--- src/rtl/mem_port_arbiter_if.sv ---
// mem_port_arbiter_if: fetch, load/store and memory-side signals of the shared memory port
interface mem_port_arbiter_if #(parameter int ADDR_W = 32, parameter int DATA_W = 32);
  logic              if_req_i;
  logic [ADDR_W-1:0] if_addr_i;
  logic              if_kill_i;
  logic              if_gnt_o;
  logic              if_rvalid_o;
  logic [DATA_W-1:0] if_rdata_o;
  logic              d_req_i;
  logic              d_we_i;
  logic [DATA_W/8-1:0] d_be_i;
  logic [ADDR_W-1:0] d_addr_i;
  logic [DATA_W-1:0] d_wdata_i;
  logic              d_gnt_o;
  logic              d_rvalid_o;
  logic [DATA_W-1:0] d_rdata_o;
  logic              mem_req_o;
  logic              mem_we_o;
  logic [DATA_W/8-1:0] mem_be_o;
  logic [ADDR_W-1:0] mem_addr_o;
  logic [DATA_W-1:0] mem_wdata_o;
  logic              mem_gnt_i;
  logic              mem_rvalid_i;
  logic [DATA_W-1:0] mem_rdata_i;
  logic              stall_if_o;
  logic              busy_o;
  modport slave (
    input  if_req_i, if_addr_i, if_kill_i, d_req_i, d_we_i, d_be_i, d_addr_i, d_wdata_i,
           mem_gnt_i, mem_rvalid_i, mem_rdata_i,
    output if_gnt_o, if_rvalid_o, if_rdata_o, d_gnt_o, d_rvalid_o, d_rdata_o,
           mem_req_o, mem_we_o, mem_be_o, mem_addr_o, mem_wdata_o, stall_if_o, busy_o
  );
  modport master (
    output if_req_i, if_addr_i, if_kill_i, d_req_i, d_we_i, d_be_i, d_addr_i, d_wdata_i,
           mem_gnt_i, mem_rvalid_i, mem_rdata_i,
    input  if_gnt_o, if_rvalid_o, if_rdata_o, d_gnt_o, d_rvalid_o, d_rdata_o,
           mem_req_o, mem_we_o, mem_be_o, mem_addr_o, mem_wdata_o, stall_if_o, busy_o
  );
endinterface

--- src/rtl/mem_port_arbiter.sv ---
// mem_port_arbiter: shares one single-port memory between fetch and load/store, data priority with fetch anti-starvation
module mem_port_arbiter #(
  parameter int ADDR_W       = 32,
  parameter int DATA_W       = 32,
  parameter int STARVE_LIMIT = 4
) (
  input logic clk,
  input logic rst_n,
  mem_port_arbiter_if.slave bus
);
  typedef enum logic [1:0] {IDLE, REQ, RESP} state_t;
  localparam logic [3:0] LIM = 4'(STARVE_LIMIT);
  state_t     state;
  logic       owner_if, kill_q, pick_if, if_ok, d_ok;
  logic [3:0] starve_cnt;
  always_comb begin
    pick_if         = bus.if_req_i & (~bus.d_req_i | (starve_cnt == LIM));
    if_ok           = rst_n & owner_if & ~kill_q & ~bus.if_kill_i;
    d_ok            = rst_n & ~owner_if;
    bus.if_gnt_o    = if_ok & (state == REQ) & bus.mem_gnt_i;
    bus.d_gnt_o     = d_ok & (state == REQ) & bus.mem_gnt_i;
    bus.if_rvalid_o = if_ok & (state == RESP) & bus.mem_rvalid_i;
    bus.d_rvalid_o  = d_ok & (state == RESP) & bus.mem_rvalid_i;
    bus.if_rdata_o  = bus.if_rvalid_o ? bus.mem_rdata_i : '0;
    bus.d_rdata_o   = bus.d_rvalid_o ? bus.mem_rdata_i : '0;
    bus.stall_if_o  = bus.if_req_i & ~bus.if_rvalid_o;
    bus.busy_o      = state != IDLE;
  end
  always_ff @(posedge clk) begin
    if (!rst_n) begin
      state           <= IDLE;
      owner_if        <= 1'b0;
      kill_q          <= 1'b0;
      starve_cnt      <= '0;
      bus.mem_req_o   <= 1'b0;
      bus.mem_we_o    <= 1'b0;
      bus.mem_be_o    <= '0;
      bus.mem_addr_o  <= '0;
      bus.mem_wdata_o <= '0;
    end else begin
      case (state)
        IDLE: if (bus.if_req_i | bus.d_req_i) begin
          state           <= REQ;
          owner_if        <= pick_if;
          bus.mem_req_o   <= 1'b1;
          bus.mem_we_o    <= ~pick_if & bus.d_we_i;
          bus.mem_be_o    <= pick_if ? '1 : bus.d_be_i;
          bus.mem_addr_o  <= pick_if ? bus.if_addr_i : bus.d_addr_i;
          bus.mem_wdata_o <= pick_if ? '0 : bus.d_wdata_i;
          starve_cnt      <= pick_if ? '0 :
                             (bus.if_req_i && starve_cnt != LIM) ? starve_cnt + 4'd1 : starve_cnt;
        end
        REQ: begin
          if (owner_if & bus.if_kill_i) kill_q <= 1'b1;
          if (bus.mem_gnt_i) begin
            state         <= RESP;
            bus.mem_req_o <= 1'b0;
          end
        end
        RESP: begin
          // a killed fetch stays suppressed until the response drains, then clears for the next owner
          kill_q <= ~bus.mem_rvalid_i & (kill_q | (owner_if & bus.if_kill_i));
          if (bus.mem_rvalid_i) state <= IDLE;
        end
        default: state <= IDLE;
      endcase
    end
  end
endmodule

--- src/flat_wrapper.sv ---
// flat-port wrapper written by rule: the top's interface ports become plain ports
module mem_port_arbiter_flat 
#(
  parameter int ADDR_W       = 32,
  parameter int DATA_W       = 32,
  parameter int STARVE_LIMIT = 4
)
  (clk, rst_n, bus_if_req_i, bus_if_addr_i, bus_if_kill_i, bus_d_req_i, bus_d_we_i, bus_d_be_i, bus_d_addr_i, bus_d_wdata_i, bus_mem_gnt_i, bus_mem_rvalid_i, bus_mem_rdata_i, bus_if_gnt_o, bus_if_rvalid_o, bus_if_rdata_o, bus_d_gnt_o, bus_d_rvalid_o, bus_d_rdata_o, bus_mem_req_o, bus_mem_we_o, bus_mem_be_o, bus_mem_addr_o, bus_mem_wdata_o, bus_stall_if_o, bus_busy_o);
  mem_port_arbiter_if #(.ADDR_W(ADDR_W), .DATA_W(DATA_W)) bus_i ();
  input logic clk;
  input logic rst_n;
  input wire logic [$bits(bus_i.if_req_i)-1:0] bus_if_req_i;
  input wire logic [$bits(bus_i.if_addr_i)-1:0] bus_if_addr_i;
  input wire logic [$bits(bus_i.if_kill_i)-1:0] bus_if_kill_i;
  input wire logic [$bits(bus_i.d_req_i)-1:0] bus_d_req_i;
  input wire logic [$bits(bus_i.d_we_i)-1:0] bus_d_we_i;
  input wire logic [$bits(bus_i.d_be_i)-1:0] bus_d_be_i;
  input wire logic [$bits(bus_i.d_addr_i)-1:0] bus_d_addr_i;
  input wire logic [$bits(bus_i.d_wdata_i)-1:0] bus_d_wdata_i;
  input wire logic [$bits(bus_i.mem_gnt_i)-1:0] bus_mem_gnt_i;
  input wire logic [$bits(bus_i.mem_rvalid_i)-1:0] bus_mem_rvalid_i;
  input wire logic [$bits(bus_i.mem_rdata_i)-1:0] bus_mem_rdata_i;
  output wire logic [$bits(bus_i.if_gnt_o)-1:0] bus_if_gnt_o;
  output wire logic [$bits(bus_i.if_rvalid_o)-1:0] bus_if_rvalid_o;
  output wire logic [$bits(bus_i.if_rdata_o)-1:0] bus_if_rdata_o;
  output wire logic [$bits(bus_i.d_gnt_o)-1:0] bus_d_gnt_o;
  output wire logic [$bits(bus_i.d_rvalid_o)-1:0] bus_d_rvalid_o;
  output wire logic [$bits(bus_i.d_rdata_o)-1:0] bus_d_rdata_o;
  output wire logic [$bits(bus_i.mem_req_o)-1:0] bus_mem_req_o;
  output wire logic [$bits(bus_i.mem_we_o)-1:0] bus_mem_we_o;
  output wire logic [$bits(bus_i.mem_be_o)-1:0] bus_mem_be_o;
  output wire logic [$bits(bus_i.mem_addr_o)-1:0] bus_mem_addr_o;
  output wire logic [$bits(bus_i.mem_wdata_o)-1:0] bus_mem_wdata_o;
  output wire logic [$bits(bus_i.stall_if_o)-1:0] bus_stall_if_o;
  output wire logic [$bits(bus_i.busy_o)-1:0] bus_busy_o;
  assign bus_i.if_req_i = bus_if_req_i;
  assign bus_i.if_addr_i = bus_if_addr_i;
  assign bus_i.if_kill_i = bus_if_kill_i;
  assign bus_i.d_req_i = bus_d_req_i;
  assign bus_i.d_we_i = bus_d_we_i;
  assign bus_i.d_be_i = bus_d_be_i;
  assign bus_i.d_addr_i = bus_d_addr_i;
  assign bus_i.d_wdata_i = bus_d_wdata_i;
  assign bus_i.mem_gnt_i = bus_mem_gnt_i;
  assign bus_i.mem_rvalid_i = bus_mem_rvalid_i;
  assign bus_i.mem_rdata_i = bus_mem_rdata_i;
  assign bus_if_gnt_o = bus_i.if_gnt_o;
  assign bus_if_rvalid_o = bus_i.if_rvalid_o;
  assign bus_if_rdata_o = bus_i.if_rdata_o;
  assign bus_d_gnt_o = bus_i.d_gnt_o;
  assign bus_d_rvalid_o = bus_i.d_rvalid_o;
  assign bus_d_rdata_o = bus_i.d_rdata_o;
  assign bus_mem_req_o = bus_i.mem_req_o;
  assign bus_mem_we_o = bus_i.mem_we_o;
  assign bus_mem_be_o = bus_i.mem_be_o;
  assign bus_mem_addr_o = bus_i.mem_addr_o;
  assign bus_mem_wdata_o = bus_i.mem_wdata_o;
  assign bus_stall_if_o = bus_i.stall_if_o;
  assign bus_busy_o = bus_i.busy_o;
  mem_port_arbiter #(.ADDR_W(ADDR_W), .DATA_W(DATA_W), .STARVE_LIMIT(STARVE_LIMIT)) u_core (.clk(clk), .rst_n(rst_n), .bus(bus_i));
endmodule
--- config.mk ---
export PLATFORM = sky130hd
export DESIGN_NAME = mem_port_arbiter_flat
export DESIGN_NICKNAME = d
export VERILOG_FILES = /design/src/rtl/mem_port_arbiter_if.sv /design/src/rtl/mem_port_arbiter.sv /design/src/flat_wrapper.sv
export SDC_FILE = /design/constraint.sdc
export NUM_CORES = 1
export LEC_CHECK = 0
export BUFFER_PORTS_ARGS = -buffer_cell sky130_fd_sc_hd__buf_4
export CAP_MARGIN = 20
export CORE_MARGIN = 2
export CORE_UTILIZATION = 30
export CTS_CLUSTER_DIAMETER = 50
export DETAILED_ROUTE_END_ITERATION = 10
export PLACE_DENSITY = 0.65
export RECOVER_POWER = 25
export SYNTH_ARGS = -nofsm -noshare
export SYNTH_HDL_FRONTEND = slang
export SYNTH_SLANG_ARGS = --single-unit
--- constraint.sdc ---
create_clock -name clk -period 1.8 [get_ports clk]
set_clock_uncertainty 0.15 [all_clocks]
set_input_delay 0.36 -clock clk [delete_from_list [all_inputs] [get_ports clk]]
set_output_delay 0.36 -clock clk [all_outputs]
set_load 0.05 [all_outputs]
==> results of run 1 <==
## path summary, 6_finish.rpt
| check | startpoint | endpoint | slack, ps | cells after the start |
|---|---|---|---|---|
| min | bus_d_be_i[1] | u_core.bus.mem_be_o[1]$_SDFFE_PN0P_ | 120 | 3 |
| max | u_core.kill_q$_SDFFE_PN0P_ | bus_if_rdata_o[25] | -580 | 6 |
| min reg2reg | u_core.bus.mem_wdata_o[17]$_SDFFE_PN0P_ | u_core.bus.mem_wdata_o[17]$_SDFFE_PN0P_ | 310 | 2 |
| max reg2reg | u_core.state[1]$_SDFFE_PN0P_ | u_core.starve_cnt[3]$_SDFFE_PN0P_ | -30 | 6 |
## final cells by class
| type | instances | area (µm²) | area share [%] |
|---|---|---|---|
| Antenna cell | 1 | 2.50 | 0.0345 |
| Clock buffer | 10 | 239 | 3.30 |
| Clock inverter | 4 | 25.0 | 0.345 |
| Inverter | 4 | 17.5 | 0.242 |
| Multi-Input combinational cell | 354 | 2060 | 28.4 |
| Sequential cell | 78 | 1570 | 21.6 |
| Tap cell | 147 | 184 | 2.54 |
| Timing Repair Buffer | 325 | 3160 | 43.6 |
## per-layer routing
metal  GRT usage, %  part of all wire, %  vias up  routed length [µm]
li1               -                    -     2192                   -
met1           24.0                   36     2186                5760
met2           41.3                   54      206                8710
met3           4.20                  6.5       36                1040
met4           10.5                  3.6        0                 576
met5              0                    0        -                   0
## critical path, stage by stage (launching register included)
cell	delay, ps
dfxtp_1	310
or4b_4	500
nor2_4	150
buf_12	140
clkbuf_16	150
and2_4	150
buf_8	140
## through the flow
| stage | total power, µW | instance area [µm²] | instances | utilization, % |
|---|---|---|---|---|
| 2_1_floorplan | 3000 | 3780 | 475 | - |
| 3_3_place_gp | 3680 | 6120 | 883 | 51.6 |
| 3_5_place_dp | 3710 | 6120 | 883 | 51.6 |
| 4_1_cts | 5410 | 7190 | 912 | 60.6 |
| 5_1_grt | 5590 | 7250 | 923 | 61.1 |
| 6_report | 5340 | 7250 | 923 | 61.1 |
## timing repair
action	4_1_cts	5_1_grt
endpoints found under the setup margin	69	93
endpoints found under the hold margin	0	0
cloned	4	8
resized for setup	155	19
pin swaps	30	17
buffers inserted	11	7
## cells in the mapped netlist (all sizes together)
cell / instances / share of area, %
or3b: 1 / 0.24
nor2: 13 / 1.8
o21a: 1 / 0.21
inv: 4 / 0.42
a21bo: 1 / 0.28
ha: 2 / 0.70
nand3b: 2 / 0.42
dfxtp: 78 / 43
or4: 1 / 0.21
and2: 65 / 11
o21ai: 38 / 5.4
nand4: 1 / 0.17
a21oi: 103 / 14
a31oi: 2 / 0.35
nand3: 35 / 4.9
a21boi: 1 / 0.31
nor3b: 1 / 0.21
nor2b: 4 / 0.70
nor3: 5 / 0.70
or4b: 1 / 0.38
or3: 1 / 0.17
a22oi: 1 / 0.21
nand2b: 1 / 0.17
clkbuf: 20 / 2.1
nand4b: 1 / 0.24
buf: 19 / 3.1
nand2: 73 / 7.6
## placed cells by master, fill, tap and decap left out, drive strengths merged, types with 2 or more instances in the layout
cell type and instances:
a21oi 103, a31oi 2, and2 65, buf 285, clkbuf 50, clkinv 2
clkinvlp 2, dfxtp 78, ha 2, inv 4, nand2 73, nand3 35
nand3b 2, nor2 13, nor2b 4, nor3 5, o21ai 38
## state kept, by name, summed over array words and instances (netlist names)
name and flops:
u_core.bus.mem_we_o 1, u_core.bus.mem_addr_o 32, u_core.bus.mem_req_o 1, u_core.bus.mem_be_o 4, u_core.bus.mem_wdata_o 32, u_core.kill_q 1, u_core.state 2, u_core.owner_if 1
u_core.starve_cnt 4
## power by group through the flow
stage	logic (µW)	registers, µW	clock network, µW
floorplan	468	2540	0
global placement	1690	2000	0
detailed placement	1710	2010	0
CTS	1770	1970	1670
global route	1850	1990	1750
finish	1750	1970	1620
## cell families after synthesis
kind of cell	count (synthesis)	share of synthesized area (%)
simple gates	205	29.2
compound gates	147	21.1
flops	78	43.4
buf+inv	43	5.60
fa+ha+maj	2	0.695
==> results_dict.tcl, run 1 <==
set metrics [dict create \
    synthToLayoutAreaGrowth_pct 101 \
    drive_gt1_share_pct 53.2 \
    vias_per_cell 5.01 \
    ys_warn_count 0 \
    setup_slack_ps -577 \
    maxCapViolations 0 \
    drt-total-wl_um 16100 \
    p_per_area_mw_per_mm2 737 \
    cts_tree "yes" \
    h-tree-depth 3 \
    arrival_ps 1870 \
    seq_area_frac_synth_pct 43.4 \
    p_seq_share_pct 36.9 \
    die_x_um 114 \
    power_switching_share_pct 35.1 \
    nNetsFinal 914 \
    grt_pass1_vias 4540 \
    crit_path_start_kind "register" \
    rsz0062_at_grt "true" \
    drtIter0Drc 257 \
    overflow 0 \
    path_max_fanout 8 \
    cts_hold_buf 0 \
    antenna_found_initial 1 \
    gp_congestion 0.912 \
    hold_viol 0 \
    worst_pin_slew_ps 629 \
    cts_buffers 9 \
    clkPwrFrac_pct 30.4 \
    required_ps 1290 \
    ir_worst_vdd_mv 0.410 \
    fmax_ghz 0.421 \
    syn_area_mm2 0.00360 \
    slew-limit-headroom_pct 58.2 \
    place_ws_ps -371 \
    syn_nets 617 \
    cp-end-kind "primary output" \
    hold_class "primary input to register" \
    power.switching_uw 1870 \
    synthCells 475 \
    min_period_ps 2380 \
    ys_types 33 \
    vias 4620 \
    die_h_um 114 \
    grt_max_degree 48 \
    dp_hpwl_um 10100 \
    p_int_uw 3470 \
    grt_usage_pct 22.1 \
    path_clk_slew_ps 60 \
    port_buffers 279 \
    violations "setup timing" \
    outcome "complete, but fails checks" \
    fin_tns_setup_ps -29300 \
    first_pass_iters 4 \
    cts_root_buffer "clkbuf_16" \
    syn_area_per_cell_um2 7.58 \
    post-route-period-util_pct 132 \
    top_level_ports 280 \
    drc 0 \
    grt_pass1_wl_um 23100 \
    coreArea_mm2 0.0119 \
    drtAntennaViolNets 0 \
    worstSkewPairLatency_ps 320 \
    start_util_pct 30.3 \
    setup_violations 71 \
    comb_power_share_pct 32.7 \
    cts_sinks 78 \
    num_rows 40 \
    synth_seq_cells 78 \
    fill_cells 1004 \
    power_leakage_uw 0.00335 \
    holdWs_ps 119 \
    design.die.area_mm2 0.0129 \
    wl_per_cell_um 17.4 \
    drv_slew 0 \
    criticalPathCategory "register to primary output" \
    clock_path_buffers 2 \
]
Power figures use the tool's default switching activity.
==> run 2: changes to the inputs <==
SETUP_SLACK_MARGIN = 0.4   (was unset)
==> results_dict.tcl, run 2 (synthesis results as in run 1) <==
set metrics [dict create \
    antenna_found_initial 0 \
    path_max_fanout 17 \
    n_antenna_cell 0 \
    cts_hold_buf 0 \
    setup_violations 99 \
    drc 0 \
    cp-end-kind "primary output" \
    final_area_mm2 0.00902 \
    drt-total-wl_um 18900 \
    fmax_ghz 0.425 \
    cts_root_buffer "clkbuf_16" \
    p_int_uw 4200 \
    clkPwrFrac_pct 27.8 \
    overflow 0 \
    h-tree-depth 3 \
    gp_congestion 0.904 \
    criticalPathCategory "register to primary output" \
    cpPeakStageDelay_ps 500 \
    grt_max_degree 47 \
    place_inst 881 \
    final_cell_mix "buf_4, buf_8, and2_4, nand2_1, buf_6" \
    port_buffers 279 \
    cts_buffers 9 \
    ir_worst_vdd_mv 0.571 \
    utilization_pct 76.1 \
    slew-limit-headroom_pct 56.1 \
    top_layer "met4" \
    slowest_stage "or4b_4" \
    cts_tree "yes" \
    power.switching_uw 2290 \
    dp_hpwl_um 10000 \
    holdWs_ps 106 \
    grt_usage_pct 26.4 \
    wirelength_met1_um 6920 \
    post-route-period-util_pct 131 \
    num_rows 40 \
    largestRegisters "u_core.bus.mem_addr_o: 32 flops, u_core.bus.mem_wdata_o: 32 flops" \
    drive_gt1_share_pct 78.6 \
    fill_cells 746 \
    grt_pass1_vias 4978 \
    p_per_area_mw_per_mm2 720 \
    comb_power_share_pct 40.9 \
    wl_per_cell_um 19.5 \
    drv_slew 0 \
    place_ws_ps -386 \
    top_level_ports 280 \
    required_ps 1290 \
    coreArea_mm2 0.0119 \
    first_pass_iters 4 \
    worstSkewPairLatency_ps 330 \
    path_clk_slew_ps 60 \
    vias_per_cell 5.10 \
    arrival_ps 1840 \
    power_switching_share_pct 35.3 \
    cts_sinks 78 \
    violations "setup timing" \
    hold_viol 0 \
    multiInputGateArea_mm2 0.00266 \
    outcome "complete, but fails checks" \
    clock_path_buffers 2 \
    die_x_um 114 \
    drtAntennaViolNets 0 \
    worst_pin_slew_ps 659 \
    nNetsFinal 958 \
    grt_pass1_wl_um 26600 \
    route.met2.wl_um 9980 \
    power_leakage_uw 0.00400 \
    design.die.area_mm2 0.0129 \
    crit_chain "or4b_4, nor2_4, buf_4, buf_12, and2_4, buf_8" \
    die_h_um 114 \
    met3_wirelength_um 1350 \
    register_area_mm2 0.00162 \
    hold_class "primary input to register" \
    synthToLayoutAreaGrowth_pct 151 \
    rsz0062_at_grt "true" \
    start_util_pct 30.3 \
    min_period_ps 2350 \
    maxCapViolations 0 \
    drtIter0Drc 257 \
    p_seq_share_pct 31.3 \
    vias 4941 \
    crit_path_start_kind "register" \
    layout_commonest_cell "buf_4" \
    final_cells 968 \
    dpl_cell_area_mm2 0.00622 \
    setup_slack_ps -551 \
]
## run 2: cell types whose count changed in the layout (fill, tap and decap cells not counted), moves of 33 or more
cell,before,now
a21oi_1,103,41
a21oi_2,0,59
buf_6,15,60
dfxtp_1,74,35
dfxtp_2,4,42
o21ai_0,37,0
nand3_1,35,2
## run 2: power by group through the flow
stage	Combinational [µW]	Sequential, µW	Clock (µW)
final	2650	2030	1810
after global routing	2760	2050	1910
after CTS	2390	2000	1810
after detailed placement	1740	2020	0
after global placement	1720	2010	0
after floorplan	550	2540	0
## run 2: final timing paths
check | startpoint | to | slack (ps) | cells past startpoint
min reg2reg | u_core.bus.mem_wdata_o[20]$_SDFFE_PN0P_ | u_core.bus.mem_wdata_o[20]$_SDFFE_PN0P_ | 310 | 2
max | u_core.kill_q$_SDFFE_PN0P_ | bus_if_rdata_o[24] | -550 | 6
max reg2reg | u_core.state[0]$_SDFFE_PN0P_ | u_core.bus.mem_wdata_o[14]$_SDFFE_PN0P_ | -60 | 11
min | bus_d_be_i[0] | u_core.bus.mem_be_o[0]$_SDFFE_PN0P_ | 110 | 3
## run 2: metrics by stage
| stage | TNS (ps) | total power [µW] |
|---|---|---|
| 4_1_cts | -31330 | 6200 |
| 6_report | -31680 | 6500 |
| 2_1_floorplan | -5390 | 3090 |
| 3_5_place_dp | -22050 | 3750 |
| 5_1_grt | -38950 | 6720 |
| 3_3_place_gp | -20820 | 3730 |
## run 2: layer usage
metal	vias to the layer above	global-route usage (%)
li1	2308	-
met1	2345	29.0
met2	241	48.5
met3	47	6.11
met4	0	11.9
met5	-	0
## run 2: critical path: cells and delay by family, from the launching register on
kind,cells,cell delay [ps]
buf+inv,3,410
flops,1,320
simple gates,3,790
## run 2: cell type report
type	instances	area share, %
clock inverter	6	0.680
tap	147	2.04
multi-input combinational	354	29.5
clock buffer	10	2.54
timing repair buffer	369	47.1
inverter	4	0.236
sequential	78	17.9
## run 2: timing repair
action / in CTS / in global routing
resized for setup: 260 / 172
buffers inserted: 38 / 7
gates cloned: 21 / 5
setup endpoints to repair: 148 / 201
pin swaps: 76 / 31
